File: src/rtl/bus_pkg.sv
// Shared encodings and the command record for the lab SoC bus master.
package bus_pkg;

    localparam int BUS_DWIDTH = 32;

    localparam logic TRANS_IDLE   = 1'b0;
    localparam logic TRANS_NONSEQ = 1'b1;

    localparam logic RESP_OKAY  = 1'b0;
    localparam logic RESP_ERROR = 1'b1;

    typedef struct packed {
        logic                  write;
        logic [BUS_DWIDTH-1:0] addr;
        logic [BUS_DWIDTH-1:0] wdata;
    } bus_cmd_t;

endpackage

File: src/rtl/bus_master_if.sv
// Master-port signals of the bus top: address phase, data phase and slave reply.
interface bus_master_if
    import bus_pkg::*;
#(
    parameter int DWidth = BUS_DWIDTH
);
    logic [DWidth-1:0] addr;
    logic              trans;
    logic              write;
    logic [DWidth-1:0] wdata;
    logic [DWidth-1:0] rdata;
    logic              resp;
    logic              ready;

    modport master (output addr, trans, write, wdata, input rdata, resp, ready);
    modport slave  (input addr, trans, write, wdata, output rdata, resp, ready);
endinterface

File: src/rtl/bus_master.sv
// Initiator-side bus master: turns single read/write commands into pipelined
// address/data phases and returns one in-order response per command.
module bus_master
    import bus_pkg::*;
#(
    parameter int DWidth = BUS_DWIDTH
) (
    input  logic              clk_i,
    input  logic              rst_i,
    input  logic              cmd_valid_i,
    output logic              cmd_ready_o,
    input  logic              cmd_write_i,
    input  logic [DWidth-1:0] cmd_addr_i,
    input  logic [DWidth-1:0] cmd_wdata_i,
    output logic              rsp_valid_o,
    output logic [DWidth-1:0] rsp_rdata_o,
    output logic              rsp_err_o,
    output logic              busy_o,
    bus_master_if.master      bus
);

    logic              a_valid_q, a_valid_d;
    bus_cmd_t          a_q, a_d;
    logic              d_valid_q, d_valid_d;
    logic              d_write_q, d_write_d;
    logic [DWidth-1:0] d_wdata_q, d_wdata_d;
    logic              rsp_valid_q, rsp_valid_d;
    logic              rsp_err_q, rsp_err_d;
    logic [DWidth-1:0] rsp_rdata_q, rsp_rdata_d;

    logic retract;
    logic advance;
    logic accept;

    // First cycle of an ERROR reply pulls back the pipelined address phase.
    assign retract = d_valid_q & (bus.resp == RESP_ERROR);
    assign advance = bus.ready & ~retract;

    assign cmd_ready_o = ~rst_i & (~a_valid_q | advance);
    assign accept      = cmd_valid_i & cmd_ready_o;

    always_comb begin
        a_valid_d   = a_valid_q;
        a_d         = a_q;
        d_valid_d   = d_valid_q;
        d_write_d   = d_write_q;
        d_wdata_d   = d_wdata_q;
        rsp_err_d   = rsp_err_q;
        rsp_rdata_d = rsp_rdata_q;

        if (advance) begin
            d_valid_d = a_valid_q;
            d_write_d = a_q.write;
            d_wdata_d = a_q.wdata;
        end else if (retract && bus.ready) begin
            d_valid_d = 1'b0;
        end

        if (accept) begin
            a_valid_d = 1'b1;
            a_d.write = cmd_write_i;
            a_d.addr  = cmd_addr_i;
            a_d.wdata = cmd_wdata_i;
        end else if (advance) begin
            a_valid_d = 1'b0;
        end

        rsp_valid_d = d_valid_q & bus.ready;
        if (rsp_valid_d) begin
            rsp_err_d   = bus.resp;
            rsp_rdata_d = d_write_q ? '0 : bus.rdata;
        end
    end

    always_ff @(posedge clk_i) begin
        if (rst_i) begin
            a_valid_q   <= 1'b0;
            a_q         <= '0;
            d_valid_q   <= 1'b0;
            d_write_q   <= 1'b0;
            d_wdata_q   <= '0;
            rsp_valid_q <= 1'b0;
            rsp_err_q   <= 1'b0;
            rsp_rdata_q <= '0;
        end else begin
            a_valid_q   <= a_valid_d;
            a_q         <= a_d;
            d_valid_q   <= d_valid_d;
            d_write_q   <= d_write_d;
            d_wdata_q   <= d_wdata_d;
            rsp_valid_q <= rsp_valid_d;
            rsp_err_q   <= rsp_err_d;
            rsp_rdata_q <= rsp_rdata_d;
        end
    end

    assign bus.addr  = a_q.addr;
    assign bus.write = a_q.write;
    assign bus.trans = (a_valid_q & ~retract) ? TRANS_NONSEQ : TRANS_IDLE;
    assign bus.wdata = d_wdata_q;

    assign busy_o      = a_valid_q | d_valid_q;
    assign rsp_valid_o = rsp_valid_q;
    assign rsp_err_o   = rsp_err_q;
    assign rsp_rdata_o = rsp_rdata_q;

endmodule

File: src/flat_wrapper.sv
// flat-port wrapper written by rule: the top's interface ports become plain ports
module bus_master_flat import bus_pkg::*;
#(
    parameter int DWidth = BUS_DWIDTH
)
  (clk_i, rst_i, cmd_valid_i, cmd_ready_o, cmd_write_i, cmd_addr_i, cmd_wdata_i, rsp_valid_o, rsp_rdata_o, rsp_err_o, busy_o, bus_addr, bus_trans, bus_write, bus_wdata, bus_rdata, bus_resp, bus_ready);
  bus_master_if #(.DWidth(DWidth)) bus_i ();
  input  logic clk_i;
  input  logic rst_i;
  input  logic cmd_valid_i;
  output logic cmd_ready_o;
  input  logic cmd_write_i;
  input  logic [DWidth-1:0] cmd_addr_i;
  input  logic [DWidth-1:0] cmd_wdata_i;
  output logic rsp_valid_o;
  output logic [DWidth-1:0] rsp_rdata_o;
  output logic rsp_err_o;
  output logic busy_o;
  output wire logic [$bits(bus_i.addr)-1:0] bus_addr;
  output wire logic [$bits(bus_i.trans)-1:0] bus_trans;
  output wire logic [$bits(bus_i.write)-1:0] bus_write;
  output wire logic [$bits(bus_i.wdata)-1:0] bus_wdata;
  input wire logic [$bits(bus_i.rdata)-1:0] bus_rdata;
  input wire logic [$bits(bus_i.resp)-1:0] bus_resp;
  input wire logic [$bits(bus_i.ready)-1:0] bus_ready;
  assign bus_addr = bus_i.addr;
  assign bus_trans = bus_i.trans;
  assign bus_write = bus_i.write;
  assign bus_wdata = bus_i.wdata;
  assign bus_i.rdata = bus_rdata;
  assign bus_i.resp = bus_resp;
  assign bus_i.ready = bus_ready;
  bus_master #(.DWidth(DWidth)) u_core (.clk_i(clk_i), .rst_i(rst_i), .cmd_valid_i(cmd_valid_i), .cmd_ready_o(cmd_ready_o), .cmd_write_i(cmd_write_i), .cmd_addr_i(cmd_addr_i), .cmd_wdata_i(cmd_wdata_i), .rsp_valid_o(rsp_valid_o), .rsp_rdata_o(rsp_rdata_o), .rsp_err_o(rsp_err_o), .busy_o(busy_o), .bus(bus_i));
endmodule
File: config.mk
export PLATFORM = sky130hd
export DESIGN_NAME = bus_master_flat
export DESIGN_NICKNAME = d
export VERILOG_FILES = /design/src/rtl/bus_pkg.sv /design/src/rtl/bus_master_if.sv /design/src/rtl/bus_master.sv /design/src/flat_wrapper.sv
export SDC_FILE = /design/constraint.sdc
export NUM_CORES = 1
export LEC_CHECK = 0
export ABC_AREA = 1
export BUFFER_PORTS_ARGS = -buffer_cell sky130_fd_sc_hd__buf_2
export CAP_MARGIN = 40
export CORE_ASPECT_RATIO = 1.25
export CORE_MARGIN = 10
export CORE_UTILIZATION = 49
export CTS_CLUSTER_SIZE = 28
export DETAILED_ROUTE_END_ITERATION = 8
export PLACE_DENSITY = 0.89
export SETUP_SLACK_MARGIN = 0.1
export SYNTH_ARGS = -nofsm -noshare
export SYNTH_HDL_FRONTEND = slang
export SYNTH_SLANG_ARGS = --single-unit
File: constraint.sdc
create_clock -name clk_i -period 1.6 [get_ports clk_i]
set_clock_uncertainty 0.1 [all_clocks]
set_input_delay 0.16 -clock clk_i [delete_from_list [all_inputs] [get_ports clk_i]]
set_output_delay 0.16 -clock clk_i [all_outputs]
set_load 0.01 [all_outputs]
==> impl_metrics.tcl, run 1 <==
set metrics [dict create \
    setup_viol 0 \
    postPlaceCellArea_um2 6430 \
    drive_gt1_frac 0.254 \
    final_worst_slack_ps 104 \
    warning_count_from_the_yosys_run 0 \
    cts.root.buffer_cell "sky130_fd_sc_hd__clkbuf_16" \
    clock_path_buffers 2 \
    synth_largest_type_area_fraction 0.484 \
    worst_max_slew_margin_expressed_relative_to_the_limit 0.748 \
    syn_nets 869 \
    insertion_delay_ps 410 \
    port-buffer-count 203 \
    timing.critical_path.arrival_ps 1240 \
    cellLeakagePower_nw 4.11 \
    clk_pin_slew_worst_paths_ps 60 \
    fillers 757 \
    drv.max_cap_violation_count 0 \
    netlist-cell-type-count 15 \
    worst_slew_pin_slew_ps 378 \
    post-route-period-util 0.935 \
    gp_routability_congestion 0.805 \
    detail_route.wl_per_cell_um 16.5 \
    top_level_ports 204 \
    core_area_um2 11100 \
    gr-usage-all-layers 0.232 \
    setup.worst_path.end_class "output port" \
    die_outline_area_um2 16000 \
    p_per_area_nw_per_um2 1100 \
    ys_top_cells_by_area "sky130_fd_sc_hd__dfxtp_1 (48%), sky130_fd_sc_hd__nand2_1 (12%), sky130_fd_sc_hd__nor2_1 (8.7%)" \
    nNetsFinal 1120 \
    unrepaired_setup_endpoints_after_global_routing "true" \
    avgViaCountPerCell 5.14 \
    avgSynthCellArea_um2 7.23 \
    detailroute.via_count 6008 \
    vdd_ir_drop_max_v 0.000673 \
    critPathLaunchType "flop" \
    largest_net_degree_at_the_start_of_global_routing 68 \
    yosys.cell_count.top_type "sky130_fd_sc_hd__nand2_1" \
    timing.setup.critical_path_class "reg -> out" \
    report.final.slew_viol_count 0 \
    antenna_found_initial 3 \
    firstDrtPassIters 5 \
    worst_r2r_path_depth 8 \
    setup_tns_ps 0 \
    netlist_instances 767 \
    maxClockFrequency_mhz 669 \
    setup.worst_path.end "cmd_ready_o" \
    start_util 0.500 \
    finalHoldViolCount 0 \
    synthToLayoutAreaGrowth_pct 46.2 \
    worst_slack_after_detailed_placement_ps 222 \
    run_status "finished, final reports clean" \
    wl_mm 19.3 \
    postSynthRegisterBits 134 \
    cts_tree "built" \
    critPathLaunch "u_core.d_valid_q" \
    dieHeight_um 139 \
    die_x_um 115 \
    syn_area_um2 5550 \
    first_iteration_detailed_routing_drc_count 644 \
    crit_fanout 2 \
    holdCritPathClass "in -> reg" \
    floorplan.rows 43 \
    number_of_buffers_added_by_the_clock_tree_synthesis_step 17 \
    critical_path_required_ps 1340 \
    clock_tree.htree_level_count 4 \
    grt_pass1_vias 5951 \
    synthArstFlopShare 0 \
    drc 0 \
    worst-r2r-setup-slack_ps 220 \
    yosys-top-cells-count "sky130_fd_sc_hd__nand2_1 (170), sky130_fd_sc_hd__dfxtp_1 (134), sky130_fd_sc_hd__nor2_1 (129)" \
    clock_sinks 134 \
    detailed_place_hpwl_mm 11.2 \
    r2r_end "u_core.a_q[27]" \
    global_route.overflow_total 0 \
    synth_seq_area_share 0.484 \
    r2r_start "u_core.d_valid_q" \
    fin_crit_ps 1500 \
    final_antenna_net_count 0 \
    number_of_synthesized_flops_with_an_enable_pin 0 \
    design_area_um2 8110 \
    grt_first_pass_wirelength_mm 30.5 \
    dominantRegCellSynth "sky130_fd_sc_hd__dfxtp_1" \
    synthDominantAreaCellType "sky130_fd_sc_hd__dfxtp_1" \
]
layout make-up:
| cell class | count | area [um2] | share of cell area |
|---|---|---|---|
| Sequential cell | 134 | 2680 | 0.331 |
| Timing Repair Buffer | 323 | 2270 | 0.281 |
| Multi-Input combinational cell | 469 | 2070 | 0.256 |
| Clock buffer | 21 | 480 | 0.0593 |
| Inverter | 73 | 277 | 0.0341 |
| Tap cell | 135 | 169 | 0.0208 |
| Clock inverter | 11 | 145 | 0.0179 |
| Antenna cell | 3 | 7.51 | 0.000926 |
repair_timing:
| action | in CTS | in global routing |
|---|---|---|
| resized for setup | 4 | 2 |
| buffers inserted | 3 | 0 |
| pin swaps | 1 | 3 |
| hold buffers | 100 | 0 |
| setup endpoints to repair | 1 | 36 |
| hold endpoints to repair | 100 | 0 |
worst min path at each step:
| stage | from | end | slack (ps) | cells after the start |
|---|---|---|---|---|
| detailed placement | bus_resp | u_core.rsp_err_o | 300 | 3 |
| floorplan | bus_resp | u_core.rsp_err_o | 160 | 2 |
| finish | rst_i | u_core.bus.addr[6] | 140 | 4 |
| global route | rst_i | u_core.bus.addr[10] | 160 | 4 |
| CTS | rst_i | u_core.bus.addr[4] | 120 | 4 |
| global placement | bus_resp | u_core.rsp_err_o | 290 | 3 |
layer usage:
layer,routed length (um),GRT usage
met5,0,0
met2,9330,0.378
met1,7560,0.264
met4,557,0.0992
met3,1830,0.0870
placed cells by master (no fill, tap or decap):
cell                            instances
sky130_fd_sc_hd__nand3_1               34
sky130_fd_sc_hd__nor2_1               129
sky130_fd_sc_hd__nand2_2                3
sky130_fd_sc_hd__buf_6                  2
sky130_fd_sc_hd__clkinv_4               1
sky130_fd_sc_hd__clkinv_2               3
sky130_fd_sc_hd__nand4_1               65
sky130_fd_sc_hd__buf_12                 8
sky130_fd_sc_hd__nand3_2                1
sky130_fd_sc_hd__inv_6                  1
sky130_fd_sc_hd__clkbuf_16             17
sky130_fd_sc_hd__o21ai_0               65
sky130_fd_sc_hd__clkbuf_8               4
sky130_fd_sc_hd__buf_4                 10
sky130_fd_sc_hd__buf_2                203
sky130_fd_sc_hd__clkinvlp_4             3
sky130_fd_sc_hd__bufinv_16              3
sky130_fd_sc_hd__dfxtp_1              133
sky130_fd_sc_hd__a21oi_2                1
sky130_fd_sc_hd__dlygate4sd3_1        100
sky130_fd_sc_hd__inv_4                  1
sky130_fd_sc_hd__o22ai_1                1
sky130_fd_sc_hd__inv_1                 72
sky130_fd_sc_hd__nand2_1              167
sky130_fd_sc_hd__diode_2                3
sky130_fd_sc_hd__dfxtp_2                1
sky130_fd_sc_hd__a21oi_1                3
through the flow:
step           utilization  cells  power [mW]  hold slack (ps)
6_report             0.732   1169        8.93              140
5_1_grt              0.732   1169        9.26              157
4_1_cts              0.730   1166        8.92              122
3_5_place_dp         0.581   1031        4.69              297
3_3_place_gp         0.581   1031        4.66              290
2_1_floorplan            -    767        4.33              163
flip-flops by register name, indices dropped and copies added, names as in the netlist:
name                flops
u_core.a_q             32
u_core.bus.addr        32
u_core.d_write_q        1
u_core.bus.wdata       32
u_core.rsp_valid_o      1
u_core.bus.write        1
u_core.a_valid_q        1
u_core.rsp_rdata_o     32
u_core.rsp_err_o        1
u_core.d_valid_q        1
cell families (layout without fill, tap and decap cells):
family,after synthesis,in the layout,synth area share
and+or+nand+nor,399,399,0.307
buffers and inverters,164,428,0.146
DFF,134,134,0.484
AOI/OAI and AO/OA,70,70,0.0634
other,0,3,0
critical path, stage by stage, from the launching register on:
cell,delay [ps]
sky130_fd_sc_hd__dfxtp_2,320
sky130_fd_sc_hd__nand2_2,50
sky130_fd_sc_hd__nand2_2,60
sky130_fd_sc_hd__buf_6,120
sky130_fd_sc_hd__a21oi_2,130
sky130_fd_sc_hd__buf_2,150
power breakdown:
group          total [mW]  switching [mW]  internal, mW
Clock                4.06            1.45          2.61
Sequential           3.65           0.101          3.55
Combinational        1.22           0.665         0.559
Total                8.93            2.21          6.72
(Power assumes the default switching activity.)
==> run 2, diff against run 1 <==
--- a/config.mk
+++ b/config.mk
@@ -10,10 +10,11 @@
 export CAP_MARGIN = 40
 export CORE_ASPECT_RATIO = 1.25
 export CORE_MARGIN = 10
-export CORE_UTILIZATION = 49
+export CORE_UTILIZATION = 53
+export CTS_CLUSTER_DIAMETER = 60
 export CTS_CLUSTER_SIZE = 28
 export DETAILED_ROUTE_END_ITERATION = 8
-export PLACE_DENSITY = 0.89
+export PLACE_DENSITY = 0.95
 export SETUP_SLACK_MARGIN = 0.1
 export SYNTH_ARGS = -nofsm -noshare
 export SYNTH_HDL_FRONTEND = slang
==> constraint.sdc (replaced) <==
create_clock -name clk_i -period 1.8 [get_ports clk_i]
set_clock_uncertainty 0.1 [all_clocks]
set_input_delay 0.18 -clock clk_i [delete_from_list [all_inputs] [get_ports clk_i]]
set_output_delay 0.18 -clock clk_i [all_outputs]
set_load 0.01 [all_outputs]
==> run 2 against run 1 <==
- via count barely moved
- final cell count fell by 0.77%
- global-route usage rose by 2.4 points
- sequential power fell by 11%
- sequential share of layout area rose by 0.52 points
- largest cell class unchanged
- non-clock buffer count fell by 3
- wire length rose by 1.4%
- first-iteration DRC count rose by 17%
- core utilization rose by 5.4 points
- critical path depth did not move
==> impl_metrics.tcl, run 2 (synthesized netlist as in run 1, its figures left out) <==
set metrics [dict create \
    run_status "finished, final reports clean" \
    critical_path_required_ps 1520 \
    setup.worst_path.end_class "output port" \
    port-buffer-count 203 \
    finalHoldViolCount 0 \
    place_inst 1026 \
    clk_pin_slew_worst_paths_ps 60 \
    postCtsSetupBuffers 0 \
    layout_common_cells "sky130_fd_sc_hd__buf_2 (204), sky130_fd_sc_hd__nand2_1 (168), sky130_fd_sc_hd__dfxtp_1 (133)" \
    clock_sinks 134 \
    maxClockFrequency_mhz 611 \
    setup_tns_ps 0 \
    detailroute.via_count 6009 \
    die_x_um 111 \
    global_route.overflow_total 0 \
    setup_viol 0 \
    detailed_place_hpwl_mm 11.1 \
    final_antenna_net_count 0 \
    report.final.slew_viol_count 0 \
    vdd_ir_drop_max_v 0.000652 \
    instances_no_fill 1160 \
    number_of_buffers_added_by_the_clock_tree_synthesis_step 17 \
    grt_first_pass_wirelength_mm 31.7 \
    antenna_found_initial 2 \
    crit_fanout 10 \
    top_level_ports 204 \
    drive_gt1_frac 0.252 \
    timing.critical_path.arrival_ps 1360 \
    floorplan.rows 41 \
    timing.setup.critical_path_class "reg -> out" \
    worst_max_slew_margin_expressed_relative_to_the_limit 0.702 \
    wl_mm 19.5 \
    cts_tree "built" \
    postPlaceCellArea_um2 6380 \
    cts.root.buffer_cell "sky130_fd_sc_hd__clkbuf_16" \
    nNetsFinal 1117 \
    holdCritPathClass "in -> reg" \
    detail_route.wl_per_cell_um 16.9 \
    unrepaired_setup_endpoints_after_global_routing "false" \
    synthToLayoutAreaGrowth_pct 44.0 \
    core_area_um2 10200 \
    fin_crit_ps 1640 \
    critPathLaunchType "flop" \
    post-route-period-util 0.910 \
    clock_tree.htree_level_count 4 \
    drv.max_cap_violation_count 0 \
    fillers 652 \
    worst_slew_pin_slew_ps 446 \
    dieHeight_um 134 \
    cellLeakagePower_nw 4.07 \
    largest_net_degree_at_the_start_of_global_routing 64 \
    clock_path_buffers 2 \
    drc 0 \
    first_iteration_detailed_routing_drc_count 751 \
    design_area_um2 7980 \
    mostFrequentLayoutCell "sky130_fd_sc_hd__buf_2" \
    grt_pass1_vias 6124 \
    die_outline_area_um2 15000 \
    start_util 0.546 \
    p_per_area_nw_per_um2 975 \
    insertion_delay_ps 410 \
    gp_routability_congestion 0.837 \
    firstDrtPassIters 5 \
    gr-usage-all-layers 0.257 \
    avgViaCountPerCell 5.18 \
]
[run 2: power by group]
part,internal (mW),leakage [nW],switching [mW]
Combinational,0.477,2.67,0.586
Clock,2.20,0.299,1.28
Sequential,3.15,1.10,0.0953
Total,5.83,4.07,1.96
[run 2: stage by stage]
stage / setup slack, ps / power [mW] / hold slack [ps] / util
CTS: 117 / 7.79 / 5.78 / 0.785
global route: 101 / 8.10 / 30.5 / 0.786
finish: 163 / 7.79 / 58.5 / 0.786
global placement: 480 / 4.13 / 312 / 0.629
detailed placement: 418 / 4.15 / 310 / 0.629
floorplan: 543 / 3.85 / 183 / -
[run 2: what timing repair did]
| action | in CTS | in global routing |
|---|---|---|
| hold buffers | 98 | 0 |
| gates cloned | 1 | 0 |
| endpoints found under the setup margin | 1 | 1 |
| hold endpoints to repair | 98 | 0 |
| gates resized for setup | 2 | 1 |
[run 2: path summary, 6_finish.rpt]
check	start	endpoint	slack, ps	cells past startpoint
hold / removal	bus_rdata[25]	u_core.rsp_rdata_o[25]	60	3
hold reg to reg	u_core.d_write_q	u_core.d_write_q	350	2
setup reg to reg	u_core.d_valid_q	u_core.a_q[24]	390	7
setup / recovery	u_core.d_valid_q	cmd_ready_o	160	5
[run 2: routing by layer]
metal,vias to the layer above,track usage,wire length (um)
met1,2688,0.286,7500
met5,-,0,0
li1,2901,-,-
met4,0,0.122,634
met3,59,0.0946,1950
met2,361,0.425,9460
[run 2: cell type report]
class	count	area, um2	share of cell area
Sequential cell	134	2680	0.336
Tap cell	129	161	0.0202
Antenna cell	3	7.51	0.000940
Multi-Input combinational cell	469	2070	0.259
Inverter	73	277	0.0346
Clock buffer	18	439	0.0550
Timing Repair Buffer	320	2190	0.274
Clock inverter	14	159	0.0199
[run 2: critical path, stage by stage (launching register included)]
cell	delay, ps
sky130_fd_sc_hd__dfxtp_2	340
sky130_fd_sc_hd__nand2_1	80
sky130_fd_sc_hd__nand2_2	90
sky130_fd_sc_hd__buf_6	160
sky130_fd_sc_hd__a21oi_1	120
sky130_fd_sc_hd__buf_2	160
==> run 3, diff against run 2 <==
--- a/config.mk
+++ b/config.mk
@@ -5,16 +5,16 @@
 export SDC_FILE = /design/constraint.sdc
 export NUM_CORES = 1
 export LEC_CHECK = 0
-export ABC_AREA = 1
 export BUFFER_PORTS_ARGS = -buffer_cell sky130_fd_sc_hd__buf_2
 export CAP_MARGIN = 40
 export CORE_ASPECT_RATIO = 1.25
 export CORE_MARGIN = 10
-export CORE_UTILIZATION = 53
+export CORE_UTILIZATION = 50
 export CTS_CLUSTER_DIAMETER = 60
 export CTS_CLUSTER_SIZE = 28
 export DETAILED_ROUTE_END_ITERATION = 8
-export PLACE_DENSITY = 0.95
+export HOLD_SLACK_MARGIN = 0.15
+export PLACE_DENSITY = 0.94
 export SETUP_SLACK_MARGIN = 0.1
 export SYNTH_ARGS = -nofsm -noshare
 export SYNTH_HDL_FRONTEND = slang
==> run 3 against run 2 <==
- clock power hardly changed
- non-clock buffer count is 4 lower
- final cell count is 29% lower
- synthesized cell count is 46% lower
- sequential power is 2% lower
- total power is 4.3% lower
- wire length is 14% lower
- count of clock-buffer cells in the layout is 1 higher
==> impl_metrics.tcl, run 3 <==
set metrics [dict create \
    worst_r2r_path_depth 4 \
    worst-path-buf-inv 4 \
    critPathLaunchType "primary input" \
    detailroute.via_count 4293 \
    ys_top_cells_by_area "sky130_fd_sc_hd__dfxtp_1 (60%), sky130_fd_sc_hd__a22o_1 (19%), sky130_fd_sc_hd__buf_4 (5.7%)" \
    area_of_combinational_cells_with_multiple_inputs_um2 1430 \
    finalHoldViolCount 0 \
    setup.worst_path.end "cmd_ready_o" \
    mostFrequentLayoutCell "sky130_fd_sc_hd__buf_2" \
    unrepaired_setup_endpoints_after_global_routing "true" \
    first_iteration_detailed_routing_drc_count 242 \
    crit_fanout 12 \
    synth_adder_area_share 0 \
    worst_max_slew_margin_expressed_relative_to_the_limit 0.760 \
    start_util 0.515 \
    cts_tree "built" \
    setup.worst_path.end_class "output port" \
    maxClockFrequency_mhz 590 \
    antenna_found_initial 3 \
    port-buffer-count 203 \
    crit_path_frequent_cell "sky130_fd_sc_hd__buf_4" \
    avgSynthCellArea_um2 10.9 \
    post_synth_and_or_nand_nor_area_fraction 0.0644 \
    clock_sinks 134 \
    worst-r2r-setup-slack_ps 200 \
    holdCritPathClass "in -> reg" \
    wl_mm 16.8 \
    finish.utilization 0.802 \
    drive_gt1_frac 0.362 \
    seqCellArea_um2 2690 \
    gr-usage-all-layers 0.243 \
    fillers 535 \
    synth_seq_area_share 0.595 \
    crit_slowest_cell "sky130_fd_sc_hd__dlygate4sd3_1" \
    grt_pass1_vias 4643 \
    yosys.cell_count.top_type "sky130_fd_sc_hd__dfxtp_1" \
    drv.max_cap_violation_count 0 \
    synthToLayoutAreaGrowth_pct 55.8 \
    layout_common_cells "sky130_fd_sc_hd__buf_2 (202), sky130_fd_sc_hd__dfxtp_1 (132), sky130_fd_sc_hd__dlygate4sd3_1 (102)" \
    clk_pin_slew_worst_paths_ps 60 \
    final_antenna_net_count 0 \
    number_of_buffers_added_by_the_clock_tree_synthesis_step 17 \
    netlist_instances 413 \
    nNetsFinal 786 \
    floorplan.rows 38 \
    global_route.overflow_total 0 \
    postSynthRegisterBits 134 \
    fraction_of_synthesized_cell_area_in_xor_and_xnor_cells 0 \
    combinational_family_with_the_most_area_after_synthesis "compound AO/OA/AOI/OAI gates" \
    detail_route.wl_per_cell_um 20.5 \
    dominantRegCellSynth "sky130_fd_sc_hd__dfxtp_1" \
    avgViaCountPerCell 5.24 \
    r2r_end "u_core.bus.addr[17]" \
    cpLargestDelayFamily "buffers and inverters" \
    syn_nets 515 \
    netlist-cell-type-count 20 \
    warning_count_from_the_yosys_run 0 \
    gp_routability_congestion 0.845 \
    crit_path_cell_trace "dlygate4sd3_1 > buf_4 > buf_4 > a21oi_1 > buf_2" \
    worst_slew_pin_slew_ps 361 \
    synth_largest_type_area_fraction 0.595 \
    critPathLaunch "rst_i" \
    setup_viol 0 \
    synth_mux_area_frac 0.00222 \
    run_status "finished, final reports clean" \
    detailed_place_hpwl_mm 9.51 \
    timing.critical_path.arrival_ps 1410 \
    place_inst 683 \
    largest_net_degree_at_the_start_of_global_routing 66 \
    drc 0 \
    post-route-period-util 0.941 \
    core_area_um2 8750 \
    grt_first_pass_wirelength_mm 25.6 \
    die_x_um 105 \
    timing.hold.worst_path_depth 5 \
    vdd_ir_drop_max_v 0.000777 \
    fin_crit_ps 1690 \
    number_of_synthesized_flops_with_an_enable_pin 0 \
    setup_tns_ps 0 \
    instances_no_fill 819 \
    report.final.slew_viol_count 0 \
    yosys-top-cells-count "sky130_fd_sc_hd__dfxtp_1 (134), sky130_fd_sc_hd__a22o_1 (98), sky130_fd_sc_hd__nand2_1 (68)" \
    timing.setup.critical_path_class "in -> out" \
    critical_path_required_ps 1520 \
    firstDrtPassIters 4 \
    syn_area_um2 4510 \
    synthDominantAreaCellType "sky130_fd_sc_hd__dfxtp_1" \
    clock_path_buffers 2 \
    worst_path_largest_cell_delay_ps 580 \
    clock_tree.htree_level_count 4 \
    top_level_ports 204 \
    die_outline_area_um2 13200 \
    insertion_delay_ps 500 \
    p_per_area_nw_per_um2 1060 \
    cts.root.buffer_cell "sky130_fd_sc_hd__clkbuf_8" \
    synth_compound_area_frac 0.240 \
    r2r_start "u_core.d_valid_q" \
    dieHeight_um 126 \
    synthArstFlopShare 0 \
    cellLeakagePower_nw 3.30 \
    critical_path_cell_count 5 \
]
[run 3: cell types whose count changed in the layout (fill, tap and decap cells not counted), sizes merged, moves of 65 or more]
cell	delta
nand4	-65
nand2	-102
inv	-72
o21ai	-65
a22o	+98
nor2	-126
[run 3: how the worst min path moves through the flow]
stage,from,endpoint,slack (ps)
CTS,bus_resp,u_core.bus.wdata[23],200
detailed placement,cmd_addr_i[31],u_core.bus.addr[31],290
floorplan,cmd_valid_i,u_core.a_valid_q,200
global placement,cmd_wdata_i[3],u_core.a_q[3],290
finish,bus_resp,u_core.bus.wdata[23],240
global route,bus_resp,u_core.bus.wdata[23],260
[run 3: cell families (layout without fill, tap and decap cells)]
logic type	after synthesis	count (layout)
buffers and inverters	64	347
other	0	3
muxes	1	1
DFF	134	134
and+or+nand+nor	75	75
AOI/OAI and AO/OA	139	139
[run 3: what timing repair did]
item / 4_1_cts / 5_1_grt
endpoints found under the hold margin: 130 / 0
cloned: 0 / 0
hold buffers: 102 / 0
endpoints found under the setup margin: 2 / 2
pin swaps: 1 / 0
setup buffers: 1 / 0
resized for setup: 5 / 3
[run 3: tightest hold or removal path, cell delays in order]
cell and delay [ps]:
sky130_fd_sc_hd__buf_2 130, sky130_fd_sc_hd__a21boi_2 70, sky130_fd_sc_hd__buf_4 240, sky130_fd_sc_hd__nand2_1 110
sky130_fd_sc_hd__a21oi_1 50
[run 3: final cells by class]
cell class | instances | area share
clock buffers | 19 | 0.0601
repair buffers | 316 | 0.306
multi-input cells | 215 | 0.203
flip-flops and latches | 134 | 0.383
clock inverters | 12 | 0.0255
well taps | 120 | 0.0214
diodes | 3 | 0.00107
[run 3: report_power, final]
part,switching (mW),internal (mW)
Clock,1.27,2.25
Sequential,0.0817,3.10
Combinational,0.357,0.403
[run 3: layer usage]
metal,wire length [um],GRT usage,vias up
met3,1040,0.0724,50
met5,0,0,-
met4,641,0.140,0
met2,9080,0.436,218
li1,-,-,1983
met1,6010,0.244,2042
[run 3: through the flow]
| stage | power [mW] | setup slack [ps] | hold slack (ps) | cell area (um2) |
|---|---|---|---|---|
| 6_report | 7.45 | 106 | 240 | 7020 |
| 5_1_grt | 7.68 | 63.6 | 259 | 7020 |
| 4_1_cts | 7.44 | 114 | 202 | 7010 |
| 3_5_place_dp | 3.79 | 133 | 293 | 5380 |
| 3_3_place_gp | 3.76 | 249 | 290 | 5380 |
| 2_1_floorplan | 3.56 | 352 | 197 | 4510 |
